==> src/rtl/alu_share_arbiter_pkg.sv <==
// Shared datapath widths and ALU opcode encodings for the ALU-sharing arbiter.
package alu_share_arbiter_pkg;

  localparam int unsigned DATA_WIDTH        = 32;
  localparam int unsigned CORE_ALU_OP_WIDTH = 4;
  localparam int unsigned SHAMT_WIDTH       = 5;

  localparam logic [CORE_ALU_OP_WIDTH-1:0] CORE_ALU_ADD  = 4'd0;
  localparam logic [CORE_ALU_OP_WIDTH-1:0] CORE_ALU_SUB  = 4'd1;
  localparam logic [CORE_ALU_OP_WIDTH-1:0] CORE_ALU_SLL  = 4'd2;
  localparam logic [CORE_ALU_OP_WIDTH-1:0] CORE_ALU_SLT  = 4'd3;
  localparam logic [CORE_ALU_OP_WIDTH-1:0] CORE_ALU_SLTU = 4'd4;
  localparam logic [CORE_ALU_OP_WIDTH-1:0] CORE_ALU_XOR  = 4'd5;
  localparam logic [CORE_ALU_OP_WIDTH-1:0] CORE_ALU_SRL  = 4'd6;
  localparam logic [CORE_ALU_OP_WIDTH-1:0] CORE_ALU_SRA  = 4'd7;
  localparam logic [CORE_ALU_OP_WIDTH-1:0] CORE_ALU_OR   = 4'd8;
  localparam logic [CORE_ALU_OP_WIDTH-1:0] CORE_ALU_AND  = 4'd9;

endpackage

==> src/rtl/alu_share_arbiter_alu.sv <==
// Purely combinational integer ALU; unknown opcodes produce zero.
module alu_share_arbiter_alu
  import alu_share_arbiter_pkg::*;
(
  input  logic [CORE_ALU_OP_WIDTH-1:0] opcode,
  input  logic [DATA_WIDTH-1:0]        op0,
  input  logic [DATA_WIDTH-1:0]        op1,
  output logic [DATA_WIDTH-1:0]        result_c
);

  logic [SHAMT_WIDTH-1:0] shamt;

  assign shamt = op1[SHAMT_WIDTH-1:0];

  always_comb begin
    result_c = '0;
    case (opcode)
      CORE_ALU_ADD:  result_c = op0 + op1;
      CORE_ALU_SUB:  result_c = op0 - op1;
      CORE_ALU_SLL:  result_c = op0 << shamt;
      CORE_ALU_SLT:  result_c = DATA_WIDTH'($signed(op0) < $signed(op1));
      CORE_ALU_SLTU: result_c = DATA_WIDTH'(op0 < op1);
      CORE_ALU_XOR:  result_c = op0 ^ op1;
      CORE_ALU_SRL:  result_c = op0 >> shamt;
      CORE_ALU_SRA:  result_c = DATA_WIDTH'($signed(op0) >>> shamt);
      CORE_ALU_OR:   result_c = op0 | op1;
      CORE_ALU_AND:  result_c = op0 & op1;
      default:       result_c = '0;
    endcase
  end

endmodule

==> src/rtl/alu_share_arbiter.sv <==
// Shares one ALU between two valid/ready requesters, each owning a one-entry
// registered result slot; round-robin or fixed-priority (port 0) grant.
module alu_share_arbiter
  import alu_share_arbiter_pkg::*;
#(
  parameter int unsigned PRIORITY_MODE = 0
) (
  input  logic                         clk,
  input  logic                         rst,

  input  logic                         req0_valid,
  output logic                         req0_ready,
  input  logic [DATA_WIDTH-1:0]        req0_op0,
  input  logic [DATA_WIDTH-1:0]        req0_op1,
  input  logic [CORE_ALU_OP_WIDTH-1:0] req0_opcode,

  input  logic                         req1_valid,
  output logic                         req1_ready,
  input  logic [DATA_WIDTH-1:0]        req1_op0,
  input  logic [DATA_WIDTH-1:0]        req1_op1,
  input  logic [CORE_ALU_OP_WIDTH-1:0] req1_opcode,

  output logic                         rsp0_valid,
  output logic [DATA_WIDTH-1:0]        rsp0_data,
  input  logic                         rsp0_ready,

  output logic                         rsp1_valid,
  output logic [DATA_WIDTH-1:0]        rsp1_data,
  input  logic                         rsp1_ready
);

  typedef enum logic [1:0] {
    GNT_NONE = 2'd0,
    GNT_P0   = 2'd1,
    GNT_P1   = 2'd2
  } gnt_e;

  gnt_e                         gnt_c;
  logic                         elig0_c;
  logic                         elig1_c;
  logic [DATA_WIDTH-1:0]        alu_op0_c;
  logic [DATA_WIDTH-1:0]        alu_op1_c;
  logic [CORE_ALU_OP_WIDTH-1:0] alu_opcode_c;
  logic [DATA_WIDTH-1:0]        alu_result_c;

  logic                         last_grant_q, last_grant_d;
  logic                         rsp0_valid_q, rsp0_valid_d;
  logic                         rsp1_valid_q, rsp1_valid_d;
  logic [DATA_WIDTH-1:0]        rsp0_data_q,  rsp0_data_d;
  logic [DATA_WIDTH-1:0]        rsp1_data_q,  rsp1_data_d;

  // A slot draining this cycle can be refilled in the same cycle.
  always_comb begin
    elig0_c = !rst && req0_valid && (!rsp0_valid_q || rsp0_ready);
    elig1_c = !rst && req1_valid && (!rsp1_valid_q || rsp1_ready);
  end

  // On a tie, fixed mode always picks port 0; round-robin picks the port
  // that did not win last time.
  always_comb begin
    gnt_c = GNT_NONE;
    if (elig0_c && elig1_c) begin
      gnt_c = ((PRIORITY_MODE != 32'd0) || last_grant_q) ? GNT_P0 : GNT_P1;
    end else if (elig0_c) begin
      gnt_c = GNT_P0;
    end else if (elig1_c) begin
      gnt_c = GNT_P1;
    end
  end

  assign req0_ready = (gnt_c == GNT_P0);
  assign req1_ready = (gnt_c == GNT_P1);

  // Idle cycles leave port 0 on the ALU; that result is simply not captured.
  always_comb begin
    alu_op0_c    = req0_op0;
    alu_op1_c    = req0_op1;
    alu_opcode_c = req0_opcode;
    if (gnt_c == GNT_P1) begin
      alu_op0_c    = req1_op0;
      alu_op1_c    = req1_op1;
      alu_opcode_c = req1_opcode;
    end
  end

  alu_share_arbiter_alu u_alu (
    .opcode   (alu_opcode_c),
    .op0      (alu_op0_c),
    .op1      (alu_op1_c),
    .result_c (alu_result_c)
  );

  always_comb begin
    last_grant_d = last_grant_q;
    rsp0_valid_d = rsp0_valid_q;
    rsp1_valid_d = rsp1_valid_q;
    rsp0_data_d  = rsp0_data_q;
    rsp1_data_d  = rsp1_data_q;

    if (gnt_c == GNT_P0) begin
      rsp0_valid_d = 1'b1;
      rsp0_data_d  = alu_result_c;
    end else if (rsp0_valid_q && rsp0_ready) begin
      rsp0_valid_d = 1'b0;
    end

    if (gnt_c == GNT_P1) begin
      rsp1_valid_d = 1'b1;
      rsp1_data_d  = alu_result_c;
    end else if (rsp1_valid_q && rsp1_ready) begin
      rsp1_valid_d = 1'b0;
    end

    if (gnt_c != GNT_NONE) begin
      last_grant_d = (gnt_c == GNT_P1);
    end
  end

  // last_grant resets to 1 so that port 0 wins the first tie.
  always_ff @(posedge clk) begin
    if (rst) begin
      last_grant_q <= 1'b1;
      rsp0_valid_q <= 1'b0;
      rsp1_valid_q <= 1'b0;
      rsp0_data_q  <= '0;
      rsp1_data_q  <= '0;
    end else begin
      last_grant_q <= last_grant_d;
      rsp0_valid_q <= rsp0_valid_d;
      rsp1_valid_q <= rsp1_valid_d;
      rsp0_data_q  <= rsp0_data_d;
      rsp1_data_q  <= rsp1_data_d;
    end
  end

  assign rsp0_valid = rsp0_valid_q;
  assign rsp1_valid = rsp1_valid_q;
  assign rsp0_data  = rsp0_data_q;
  assign rsp1_data  = rsp1_data_q;

endmodule

==> config.mk <==
export PLATFORM = sky130hd
export DESIGN_NAME = alu_share_arbiter
export DESIGN_NICKNAME = d
export VERILOG_FILES = /design/src/rtl/alu_share_arbiter_pkg.sv /design/src/rtl/alu_share_arbiter_alu.sv /design/src/rtl/alu_share_arbiter.sv
export SDC_FILE = /design/constraint.sdc
export NUM_CORES = 1
export LEC_CHECK = 0
export ABC_AREA = 1
export BUFFER_PORTS_ARGS = -buffer_cell sky130_fd_sc_hd__buf_4
export CORE_MARGIN = 2
export CORE_UTILIZATION = 39
export DETAILED_ROUTE_END_ITERATION = 6
export PLACE_DENSITY_LB_ADDON = 0.25
export SKIP_CTS_REPAIR_TIMING = 1
export SYNTH_ARGS = -nofsm -noshare
export SYNTH_HDL_FRONTEND = slang
export SYNTH_SLANG_ARGS = --single-unit
==> constraint.sdc <==
create_clock -name clk -period 5.6 [get_ports clk]
set_input_delay 1.12 -clock clk [delete_from_list [all_inputs] [get_ports clk]]
set_output_delay 1.12 -clock clk [all_outputs]
set_load 0.01 [all_outputs]
==> flow_summary.yaml, run 1 <==
outcome:
  status: "complete, but fails checks"
  violations: "DRC"
sta:
  skew_ns: 0.006787
  drv_slew: 0
  max_freq_ghz: 0.1979
  finalCriticalPeriod_ns: 5.053
  hold_viol_final: 0
  setup_tns_ns: 0
  rsz0062_at_grt: "no"
  tightest_slew_ns: 1.027
  setup_violations: 0
  slew_headroom: 0.3144
  finalCritPeriodShare: 0.9024
finish:
  fillers: 3863
  seqCellArea_sq_mm: 0.001341
  post-route-util: 0.4646
  drive_above_1_share: 0.1392
  fin_nets: 2989
  multi_input_area_sq_mm: 0.01021
  area_growth_pct: 17.72
setup_path:
  arrival_ns: 5.34
  start_kind: "input port"
  crit_path_end_kind: "register"
  path_max_fanout: 60
  crit_type: "in2reg"
  cp.required_ns: 5.89
floorplan:
  io_pins: 210
  die_height_um: 190.7
  dieWidth_um: 190.7
  row_count: 68
  core_area_sq_mm: 0.03446
  dieArea_sq_mm: 0.03638
  start_util: 0.3946
grt:
  grt-ovfl-total: 0
  grt_pass1_vias: 17220
  antenna_found_initial: 1
  grt_pass1_wl_um: 112500
  grt_max_degree: 61
  grtUsageTotal: 0.4214
placement:
  portBuffers: 209
  dpl.hpwl_um: 64590
  place.gp.congestion: 1.072
logic_synthesis:
  yosysUniqueCellTypes: 54
  synth-seq-cells: 67
  seq_area_frac_synth: 0.09864
  syn_avg_cell_area_sq_um: 5.279
  synth_flop_cell: "dfxtp_1"
  syn_inst: 2576
  synthTopCellsByArea: "nand2_1 20%, nand3_1 16%, dfxtp_1 9.9%, inv_1 9.4%, ha_1 8.9%"
  yosysTopAreaCell: "nand2_1"
  ys.warnings.count: 0
  synth_top_area_frac: 0.2034
  synthArstFlopShare: 0
  synth-edff-count: 0
  synth_area_sq_mm: 0.01360
  syn-num-nets: 2817
clock_network:
  clock_path_buffers: 2
  clock-sinks: 67
  cts_tree: "built"
  cts.clk_slew.worst_paths_ns: 0.06
  clk_latency_ns: 0.33
  h-tree-depth: 3
  cts_root_buf: "clkbuf_16"
  cts_made_buffers: 9
routing:
  drc: 15
  vias_per_cell: 5.863
  wl_per_cell_um: 24.33
  vias: 18810
  drt_iter0_drc: 2831
  drtPass1Iterations: 7
  antenna_left: 0
  routed_wirelength_um: 78040
power_and_ir_drop:
  p_leak_uw: 0.008879
  vdd_drop_max_v: 0.0002096
  powerDensity_mw_per_mm2: 222.3
run:
  maxCapViolations: 0
worst_hold_path:
  hp-class: "reg2reg"
## worst paths after layout
path / depth (start not counted) / slack, ns / startpoint / to
max: 23 / 0.55 / rsp1_ready / rsp1_data[24]
min: 2 / 0.52 / rsp1_data[14] / rsp1_data[14]
max reg2reg: 23 / 1.10 / rsp1_valid / rsp1_data[24]
min reg2reg: 2 / 0.52 / rsp1_data[14] / rsp1_data[14]
## flip-flops by register name, indices dropped and copies added, names as in the netlist
name          count
rsp1_data        32
rsp0_data        32
rsp0_valid        1
rsp1_valid        1
last_grant_q      1
## worst max-delay path: stages
cell	delay, ns
buf_4	0.11
nor2_1	0.33
nor2_8	0.08
nand2_8	0.19
buf_12	0.27
buf_12	0.20
nand2_1	0.05
o21ai_0	0.19
ha_1	0.35
buf_4	0.19
a21oi_1	0.26
inv_1	0.07
a21oi_1	0.47
o21ai_0	0.19
a21oi_1	0.17
nand2_1	0.09
nand2_1	0.06
nand2_1	0.04
nor2_1	0.40
nor2_1	0.16
nand3_1	0.13
nand2_1	0.06
inv_1	0.05
## cells in the final DEF (no fill, tap or decap), types with 14 or more instances in the layout
| master | count |
|---|---|
| o22ai_1 | 21 |
| nand4_1 | 22 |
| inv_2 | 16 |
| nand2_2 | 21 |
| buf_4 | 286 |
| nand3_1 | 426 |
| nand2_1 | 736 |
| ha_1 | 97 |
| nand3b_1 | 25 |
| nor3_1 | 14 |
| o21ai_1 | 27 |
| nor2_1 | 248 |
| inv_1 | 340 |
| a21oi_1 | 149 |
| dfxtp_1 | 67 |
| o21ai_0 | 119 |
## routing by layer
layer | vias to the layer above | GRT usage | share of wire
li1 | 8659 | - | -
met3 | 188 | 0.09643 | 0.12
met5 | - | 0 | 0.00017
met2 | 1301 | 0.6208 | 0.41
met4 | 2 | 0.1813 | 0.050
met1 | 8658 | 0.5832 | 0.42
## power breakdown
part | switching, uW | internal, uW | total [uW] | leakage (uW)
Clock | 211 | 400 | 611 | 0.000156
Sequential | 31.3 | 527 | 559 | 0.000555
Combinational | 1680 | 710 | 2390 | 0.00817
## area by class of cell
cell class,count,area share
Clock inverter,4,0.004612
Timing Repair Buffer,289,0.1379
Tap cell,455,0.03556
Antenna cell,1,0.0001563
Inverter,360,0.08481
Multi-Input combinational cell,2021,0.6380
Clock buffer,11,0.01516
Sequential cell,67,0.08379
## synthesized netlist by cell type (4+ instances only)
cell type  count
nand2_1      737
nand3_1      426
inv_1        341
nor2_1       248
a21oi_1      149
o21ai_0      119
ha_1          97
dfxtp_1       67
clkbuf_1      52
buf_2         42
o21ai_1       27
nand3b_1      25
nand4_1       22
o22ai_1       21
nand2_2       20
inv_2         16
buf_4         15
nor3_1        14
buf_6         12
a31oi_1       11
o21a_1        10
o21bai_1       8
nand2_4        7
buf_1          6
nand3_2        6
nor2_2         6
o21ai_2        6
o221ai_1       6
a21boi_0       5
nor2_4         5
nor4_1         5
a21o_1         4
a221oi_1       4
o211ai_1       4
o21ai_4        4
## kinds of logic after synthesis
| kind of cell | count (synthesis) | synth area share |
|---|---|---|
| buffers and inverters | 488 | 0.1510 |
| AND/OR/NAND/NOR | 1532 | 0.4949 |
| XOR/XNOR | 3 | 0.001933 |
| flip-flops | 67 | 0.09864 |
| AO/OA/AOI/OAI | 387 | 0.1613 |
| adder cells (fa/ha/maj) | 99 | 0.09220 |
## stage by stage
step | std cells | total power (uW) | hold WS, ns | instance area [sq um] | setup WS [ns]
final | 3208 | 3558 | 0.5181 | 16010 | 0.5467
after global routing | 3207 | 3739 | 0.5257 | 16010 | 0.3238
after CTS | 3207 | 3461 | 0.5177 | 16010 | 0.7140
after detailed placement | 3192 | 2844 | 0.5060 | 15690 | 0.3733
after global placement | 3192 | 2850 | 0.4957 | 15690 | 0.4439
after floorplan | 2576 | 1916 | 0.5312 | 13600 | 1.241
Power figures use the tool's default switching activity.
==> run 2, diff against run 1 <==
--- a/config.mk
+++ b/config.mk
@@ -6,11 +6,12 @@
 export NUM_CORES = 1
 export LEC_CHECK = 0
 export ABC_AREA = 1
-export BUFFER_PORTS_ARGS = -buffer_cell sky130_fd_sc_hd__buf_4
 export CORE_MARGIN = 2
 export CORE_UTILIZATION = 39
 export DETAILED_ROUTE_END_ITERATION = 6
+export DONT_BUFFER_PORTS = 1
 export PLACE_DENSITY_LB_ADDON = 0.25
+export SETUP_SLACK_MARGIN = 0.3
 export SKIP_CTS_REPAIR_TIMING = 1
 export SYNTH_ARGS = -nofsm -noshare
 export SYNTH_HDL_FRONTEND = slang
==> run 2 against run 1 <==
The run still ends with DRC left. Combinational power shrank 11%. Cell count shrank 7.2%. Power shrank 6.5%. Core utilization shrank 5.0 points. Worst setup slack gained 0.039 ns. Critical path type unchanged. Critical endpoint is now rsp0_data[24]. Largest power group unchanged. Highest routed layer unchanged.
==> flow_summary.yaml, run 2 (synthesized netlist as in run 1, its figures left out) <==
sta:
  setup_tns_ns: 0
  finalCriticalPeriod_ns: 5.014
  hold_slack_ns: 0.5553
  slew_headroom: 0.3616
  skew_ns: 0.008280
  setup_violations: 0
  tightest_slew_ns: 0.9566
  finalCritPeriodShare: 0.8953
  timing.final.ws_setup_ns: 0.5861
  max_freq_ghz: 0.1994
  hold_viol_final: 0
  drv_slew: 0
  rsz0062_at_grt: "no"
routing:
  vias_per_cell: 5.980
  routed_wirelength_um: 73940
  wl_per_cell_um: 24.83
  drc: 5
  drt_iter0_drc: 2490
  antenna_left: 0
  vias: 17810
  drtPass1Iterations: 7
setup_path:
  start_kind: "input port"
  reg2reg_to: "rsp0_data[24]"
  arrival_ns: 5.31
  crit_type: "in2reg"
  reg2reg_from: "rsp1_valid"
  ff2ff_path_depth: 21
  crit_path_end_kind: "register"
  cp.required_ns: 5.89
  path_max_fanout: 48
  rrSetupSlack_ns: 0.94
grt:
  grt_pass1_wl_um: 106800
  grt_pass1_vias: 15810
  grt-ovfl-total: 0
  antenna_found_initial: 1
  grt_max_degree: 62
  grtUsageTotal: 0.3997
clock_network:
  clk_latency_ns: 0.35
  cts_made_buffers: 9
  clock-sinks: 67
  cts_root_buf: "clkbuf_16"
  h-tree-depth: 3
  cts.clk_slew.worst_paths_ns: 0.05
  cts_tree: "built"
  clock_path_buffers: 2
floorplan:
  dieWidth_um: 190.7
  row_count: 68
  start_util: 0.3946
  die_height_um: 190.7
  io_pins: 210
  core_area_sq_mm: 0.03446
  dieArea_sq_mm: 0.03638
worst_hold_path:
  hold_path.startpoint: "rsp1_data[18]"
  holdPathStages: 2
  whs_endpoint: "rsp1_data[18]"
  hp-class: "reg2reg"
power_and_ir_drop:
  p_leak_uw: 0.007747
  vdd_drop_max_v: 0.0001874
  powerDensity_mw_per_mm2: 232.9
placement:
  portBuffers: 0
  dpl_cell_area_sq_mm: 0.01396
  dpl.hpwl_um: 60710
  dp_cells: 2962
  place_ws_ns: 0.2685
  place.gp.congestion: 1.138
finish:
  fin_cells: 2978
  final_common_cell: "nand2_1"
  drive_above_1_share: 0.06183
  fin_nets: 2759
  fin_area_sq_mm: 0.01428
  fillers: 3976
  area_growth_pct: 5.042
  insertedDiodeCount: 0
  layout_common_cells: "736 x nand2_1, 426 x nand3_1, 340 x inv_1"
run:
  maxCapViolations: 0
outcome:
  status: "complete, but fails checks"
  violations: "DRC"
==> run 2: final cells by class <==
cell class / instances / area, sq um / share of cell area
Clock inverter: 6 / 90.09 / 0.006307
Clock buffer: 10 / 229.0 / 0.01603
Sequential cell: 67 / 1341 / 0.09390
Inverter: 360 / 1358 / 0.09504
Multi-Input combinational cell: 2021 / 10220 / 0.7152
Timing Repair Buffer: 59 / 480.5 / 0.03364
Tap cell: 455 / 569.3 / 0.03986
==> run 2: worst max path at each step <==
stage | from | to | slack, ns | cells past startpoint
2_1_floorplan | rsp1_ready | rsp1_data[27] | 1.24 | 24
4_1_cts | rsp1_ready | rsp1_data[0] | 0.64 | 19
3_5_place_dp | rsp1_ready | rsp1_data[0] | 0.27 | 19
5_1_grt | rsp1_ready | rsp1_data[24] | 0.42 | 20
6_report | rsp1_ready | rsp0_data[24] | 0.59 | 20
3_3_place_gp | rsp1_ready | rsp1_data[0] | 0.24 | 19
==> run 2: power by group <==
group / internal [uW] / switching (uW) / leakage (uW) / total, uW
logic: 562 / 1560 / 0.00704 / 2120
registers: 527 / 63.6 / 0.000555 / 591
clock network: 390 / 223 / 0.000153 / 614
==> run 2: routing by layer <==
layer / vias up / share of wire / wire length (um) / track usage
met5: - / 0.00018 / 13 / 0
met4: 2 / 0.043 / 3208 / 0.1440
met3: 178 / 0.12 / 8585 / 0.09606
met2: 1225 / 0.41 / 30560 / 0.5994
met1: 8203 / 0.43 / 31570 / 0.5523
li1: 8201 / - / - / -
==> run 2: per-stage QoR <==
stage          utilization  power, uW
6_report            0.4145       3326
5_1_grt             0.4145       3513
4_1_cts             0.4145       3239
3_5_place_dp        0.4052       2617
3_3_place_gp        0.4052       2623
2_1_floorplan            -       1916
==> run 2: critical path: stages <==
cell and delay [ns]:
nor2_1 0.34, nor2_8 0.07, nand2_8 0.27, buf_4 0.25, o21ai_0 0.24, ha_2 0.60, inv_1 0.19, a21oi_1 0.28
inv_1 0.06, a21oi_1 0.33, inv_1 0.12, a21oi_1 0.40, inv_1 0.10, a21oi_1 0.19, nand2_1 0.07, nand2_1 0.06
nand3_1 0.22, nand3_1 0.19, nand2_1 0.06, inv_1 0.04
